### src/rtl/disp_scan.sv
// Time-multiplexed hex display scanner feeding a seven-segment decoder.
// Captures a multi-digit value, then scans digits with guard, blanking and dp.
module disp_scan #(
    parameter int unsigned DIGITS   = 4,
    parameter int unsigned PRESCALE = 50000,
    parameter int unsigned GUARD    = 2
) (
    input  logic                  clk,
    input  logic                  rst,
    input  logic [4*DIGITS-1:0]   value,
    input  logic [DIGITS-1:0]     dp_in,
    input  logic                  load,
    input  logic                  blank_lz,
    output logic [3:0]            hex,
    output logic [DIGITS-1:0]     an,
    output logic                  blank,
    output logic                  dp,
    output logic                  slot_tick
);

    localparam int unsigned CNT_W = (PRESCALE > 2) ? $clog2(PRESCALE) : 1;
    localparam int unsigned IDX_W = $clog2(DIGITS);
    localparam logic [CNT_W-1:0] CNT_MAX = CNT_W'(PRESCALE - 1);
    localparam logic [IDX_W-1:0] IDX_MAX = IDX_W'(DIGITS - 1);
    localparam logic [CNT_W-1:0] CNT_GUARD = CNT_W'(GUARD);

    logic [4*DIGITS-1:0] shadow_val;
    logic [DIGITS-1:0]   shadow_dp;
    logic [CNT_W-1:0]    cnt;
    logic [IDX_W-1:0]    idx;

    logic [3:0]          hex_c;
    logic [DIGITS-1:0]   an_c;
    logic                blank_c;
    logic                dp_c;
    logic                tick_c;
    logic [3:0]          digit_c;
    logic                lz_c;
    logic                in_guard_c;

    // Shadow capture and slot prescaler / digit index
    always_ff @(posedge clk or posedge rst) begin
        if (rst) begin
            shadow_val <= '0;
            shadow_dp  <= '0;
            cnt        <= '0;
            idx        <= '0;
        end else begin
            if (load) begin
                shadow_val <= value;
                shadow_dp  <= dp_in;
            end
            if (cnt == CNT_MAX) begin
                cnt <= '0;
                idx <= (idx == IDX_MAX) ? '0 : idx + IDX_W'(1);
            end else begin
                cnt <= cnt + CNT_W'(1);
            end
        end
    end

    // Next output values from the current scan state
    always_comb begin
        digit_c    = shadow_val[{idx, 2'b00} +: 4];
        in_guard_c = (cnt < CNT_GUARD);
        tick_c     = (cnt == '0);

        // A digit is a leading zero when it and every digit above it are zero
        lz_c = blank_lz && (idx != '0);
        for (int i = 0; i < int'(DIGITS); i++) begin
            if ((IDX_W'(i) >= idx) && (shadow_val[4*i +: 4] != 4'h0)) begin
                lz_c = 1'b0;
            end
        end

        an_c = '0;
        for (int i = 0; i < int'(DIGITS); i++) begin
            an_c[i] = (idx == IDX_W'(i));
        end

        hex_c   = digit_c;
        blank_c = 1'b0;
        dp_c    = shadow_dp[idx];
        if (lz_c) begin
            hex_c   = 4'h0;
            an_c    = '0;
            blank_c = 1'b1;
            dp_c    = 1'b0;
        end else if (in_guard_c) begin
            an_c    = '0;
            blank_c = 1'b1;
            dp_c    = 1'b0;
        end
    end

    // Output registers give a fixed one-cycle latency from scan state
    always_ff @(posedge clk or posedge rst) begin
        if (rst) begin
            hex       <= 4'h0;
            an        <= '0;
            blank     <= 1'b1;
            dp        <= 1'b0;
            slot_tick <= 1'b0;
        end else begin
            hex       <= hex_c;
            an        <= an_c;
            blank     <= blank_c;
            dp        <= dp_c;
            slot_tick <= tick_c;
        end
    end

endmodule

### config.mk
export PLATFORM = sky130hd
export DESIGN_NAME = disp_scan
export DESIGN_NICKNAME = d
export VERILOG_FILES = /design/src/rtl/disp_scan.sv
export SDC_FILE = /design/constraint.sdc
export NUM_CORES = 1
export LEC_CHECK = 0
export CAP_MARGIN = 5
export CORE_ASPECT_RATIO = 2
export CORE_MARGIN = 2
export CORE_UTILIZATION = 35
export CTS_CLUSTER_SIZE = 8
export DETAILED_ROUTE_END_ITERATION = 16
export SLEW_MARGIN = 20
export SYNTH_ARGS = -nofsm -noshare
export SYNTH_HDL_FRONTEND = slang
export SYNTH_SLANG_ARGS = --single-unit
### constraint.sdc
create_clock -name clk -period 2.2 [get_ports clk]
set_input_delay 0.44 -clock clk [delete_from_list [all_inputs] [get_ports clk]]
set_output_delay 0.44 -clock clk [all_outputs]
set_load 0.005 [all_outputs]
* Word level (Yosys, flattened, before mapping) *
Cells that the tools add are included.

storage, ports and cells
  output and inout port bits = 11
  flip-flop bits (word level) = 49
  input port bits = 24

cells by class
  order comparisons = 6
  shifts and indexed selects = 1
  $add $sub $neg = 2
  muxes and demuxes = 15
  reductions and logical operators = 12
  equality and inequality tests = 4

operators by type and width
  cell                                                                           number
  16-bit by 1-bit adder with 16-bit output, second input constant                1
  16-bit == test, second input constant                                          1
  16-bit zero test                                                               1
  16-bit by 2-bit less-than comparator with 1-bit output, second input constant  1
  16-bit 2-to-1 mux                                                              1
  4-bit nonzero test                                                             4
  16-bit by 5-bit variable part select with 4-bit output                         1
  4-bit 2-to-1 mux                                                               3
  1-bit 2-to-1 mux                                                               9
  1-bit logical AND                                                              5
  2-bit == test, second input constant                                           2
  1-bit by 2-bit >= comparator with 1-bit output, first input constant           2
  2-bit >= comparator, first input constant                                      2
  2-bit by 3-bit less-than comparator with 1-bit output, second input constant   1
  2-bit by 1-bit adder with 2-bit output, second input constant                  1
  1-bit binary-select mux with 2-bit select                                      1
  2-bit by 1-bit == test with 1-bit output, second input constant                1
  2-bit zero test                                                                1
  2-bit 2-to-1 mux                                                               1
  2-bit nonzero test                                                             1

* Depth between registers and ports, before layout *
  depth in word-level cells = 7
  gate-level depth with buffers = 7

* Least setup slack after synthesis *
No wires, ideal clock.

  path type = flip-flop to flip-flop
  start point = register idx[0]
  end point = register blank
  library setup time = 0.059 ns
  clock period less this slack = 2.156 ns
  data arrival time = 2.097 ns
  data required time = 2.141 ns
  buffers on the path = 1
  slack = 0.044 ns
  stages on the path, launching flop included = 7
  cells stage by stage = dfrtp_1 -> clkbuf_1 -> inv_1 -> ha_1 -> or4b_1 -> nor4_4 -> or2_2

between the ends
  longest elaborated chain between the ends = 7
  elaborated cells on any way between the ends = 15

ends and longest elaborated chain
  element                                                                                      line    RTL
  start: declaration                                                                           30      logic [IDX_W-1:0] idx;
  start signal: assignment                                                                     55      idx <= (idx == IDX_MAX) ? '0 : idx + IDX_W'(1);
  1-bit by 2-bit >= comparator with 1-bit output / 2-bit nonzero test (equally long branches)  71, 69
  1-bit logical AND (on tied branches)                                                         71, 69
  1-bit 2-to-1 mux (3 in a row)                                                                71      if ((IDX_W'(i) >= idx) && (shadow_val[4*i +: 4] != 4'h0)) begin
  1-bit 2-to-1 mux (*)                                                                         71
  1-bit 2-to-1 mux (*)                                                                         84      if (lz_c) begin
  net blank_c                                                                                  34      logic blank_c;
  end signal: assignment                                                                       107     blank <= blank_c;
  end: declaration                                                                             16      output logic blank,

Mark *: on every way through the listed nets, which the timed path passes. The rest lies on a longest branch.
A chain may end at the register's enable or synchronous reset.

* Worst setup path in the final report *
  start point = register cnt[12]
  end point = register cnt[1]

between the ends
  longest elaborated chain between the ends = 2

ends and longest elaborated chain
  element                   line  RTL
  start: declaration        29    logic [CNT_W-1:0] cnt;
  start signal: assignment  57    cnt <= cnt + CNT_W'(1);
  16-bit == test            53    if (cnt == CNT_MAX) begin
  16-bit 2-to-1 mux         53

Every way passes these cells.

==> results.yml <==
status:
  status: "complete, no violations"
routing:
  ant_nets: 0
  drtPass1Iterations: 4
  vias: 1445
  drt-initial-drc-count: 47
  avgViaCountPerCell: 4.80
  drc: 0
  wl_um: 4320
  routedWlPerCell_um: 14.4
synthesis:
  synth_commonest_cells: "dfrtp_1 (48), mux2_2 (20), nor2_1 (12)"
  ys.flop_type: "dfrtp_1"
  seq_area_frac_synth_pct: 54.8
  ys_seq_elements: 49
  synth_area_leader_cell: "dfrtp_1"
  synth_area_um2: 2240
  synth_compound_area_share_pct: 0.503
  syn_avg_cell_area_um2: 13.0
  yosysMostFrequentCell: "dfrtp_1"
  synthSimpleGateAreaFrac_pct: 17.1
  synth_xor_area_share_pct: 5.47
  synthCells: 173
  synthAdderAreaFrac_pct: 3.91
  ys_warn_count: 0
  netlist_top_cells_area: "dfrtp_1 (54%), mux2_2 (10%), mux4_2 (5.0%)"
  postSynth.asyncResetShare_pct: 100
  synth_mux_area_share_pct: 15.5
  synth_top_area_share_pct: 53.6
  synth_edf_count: 0
  yosysUniqueCellTypes: 32
  synth_top_family_by_area: "simple AND/OR/NAND/NOR gates"
  syn-num-nets: 204
run:
  drv_cap: 0
worst_setup_path:
  r2r_cells: 3
  crit_arrival_ns: 2.13
  path_class: "reg -> reg"
  crit_start: "cnt[12]"
  crit_chain: "or4_4, nor4_4, and2b_2"
  cp-end-kind: "register"
  r2r_start: "cnt[12]"
  critPathTopFamily: "simple AND/OR/NAND/NOR gates"
  max_stage_delay_ns: 0.58
  critPathLaunchType: "register"
  path_depth: 3
  cp_max_fo: 9
  slowest_stage: "or4_4"
  worst-endpoint-required_ns: 2.38
  path_buf_inv: 0
global_routing:
  grt.total_usage_pct: 14.0
  overflow: 0
  grt_max_degree: 33
  grt_first_pass_wirelength_um: 7130
  antenna_found_initial: 0
  grt_pass1_vias: 1505
cells_and_area:
  final_area_um2: 2860
  fin_util_pct: 45.7
  multi_input_area_um2: 952
  diodes: 0
  nets: 245
  area_growth_pct: 27.6
  drive_gt1_share_pct: 20.9
  register_area_um2: 1230
  fillCellCount: 591
cts:
  clk_latency_ns: 0.29
  cts_inserted_buffers: 5
  cts_root_buf: "clkbuf_16"
  clk_pin_slew_ns: 0.06
  ctsHoldBuffers: 0
  cts.path.max_buffers: 2
  cts_tree: "yes"
  post_cts_resized: 0
  cts_setup_buffers: 0
  htree_levels: 2
  cts_sinks: 49
sta:
  max_clock_freq_mhz: 514
  min_period_ns: 1.95
  finalMaxSlewViolations: 0
  finalHoldViolCount: 0
  fin_skew_ns: 0.00470
  timing.final.ws_setup_ns: 0.255
  max_slew_margin_pct: 63.4
  tns_ns: 0
  rsz0062_at_grt: "no"
  setup_viol: 0
  tightest_slew_ns: 0.545
  timing.final.crit_share_pct: 88.4
placement:
  dpl_cell_area_um2: 2720
  place_ws_ns: 0.215
  dpl.hpwl_um: 3270
  routabilityCongestion: 0.812
  io_buffer_count: 34
pwr:
  vdd_drop_max_mv: 0.410
  pwr_density_cell_nw_per_um2: 653
  leakage_nw: 1.19
  p_total_mw: 1.87
floorplanning:
  io_pins: 35
  fp-row-count: 41
  fp.dieH_um: 117
  initial_core_util_pct: 35.8
  die_area_um2: 7100
  core-area_um2: 6260
  die_w_um: 60.6
worst_hold_path:
  hp-class: "in -> async"
-- per-stage QoR --
stage                     hold WS, ns  cells
after floorplan                 0.455    173
after global placement          0.480    293
after detailed placement        0.484    293
after CTS                       0.480    301
after global routing            0.500    301
final                           0.466    301
-- flip-flops by register name, summed over array words and instances, names as in the netlist --
signal      flops
an              4
shadow_dp       4
cnt            16
blank           1
shadow_val     16
slot_tick       1
hex             4
idx             2
dp              1
-- worst paths after layout --
check | end | slack [ns]
setup reg to reg | cnt[1] | 0.25
hold reg to reg | cnt[10] | 0.50
max in group asynchronous | blank | 1.16
setup / recovery | cnt[1] | 0.25
min in group clk | cnt[10] | 0.50
hold / removal | cnt[1] | 0.47
-- layout make-up --
cell class                 count  share of cell area, %
inverter                       7                  0.919
timing repair buffer          41                   14.2
sequential                    49                   42.9
tap                           86                   3.76
clock buffer                   7                   4.64
multi-input combinational    110                   33.3
clock inverter                 1                  0.263
-- layout by cell type, fill, tap and decap left out, types with 2 or more instances in the layout --
master	count
dfrtp_1	48
clkdlybuf4s50_1	34
mux2_2	20
nor2_1	12
xnor2_1	8
nor4_1	7
ha_1	7
inv_1	6
nand3_1	6
xor2_1	6
nor2b_1	6
buf_4	6
nand4_1	5
mux4_2	5
clkbuf_16	5
nand2_1	4
nor3_1	4
nor3b_1	4
nor4_4	2
and3_1	2
and4_1	2
clkbuf_1	2
-- cells by family (layout without fill, tap and decap cells) --
logic type	count (synthesis)	count (layout)
xor+xnor	14	14
mux	26	26
buf+inv	14	56
compound gates	2	2
flops	49	49
simple gates	61	61
fa+ha+maj	7	7
-- report_power, final --
group / leakage [nW] / switching [mW] / internal [mW]
clock network: 0.0641 / 0.314 / 0.422
registers: 0.604 / 0.0328 / 0.947
logic: 0.521 / 0.0464 / 0.105
total: 1.19 / 0.394 / 1.47
-- layer usage --
metal  routed length [um]  global-route usage (%)
met4                  169                    10.1
met2                 2450                    24.4
met5                    0                       0
met1                 1570                    13.7
met3                  133                    3.30
No activity file was read; power rests on OpenSTA's default activity.
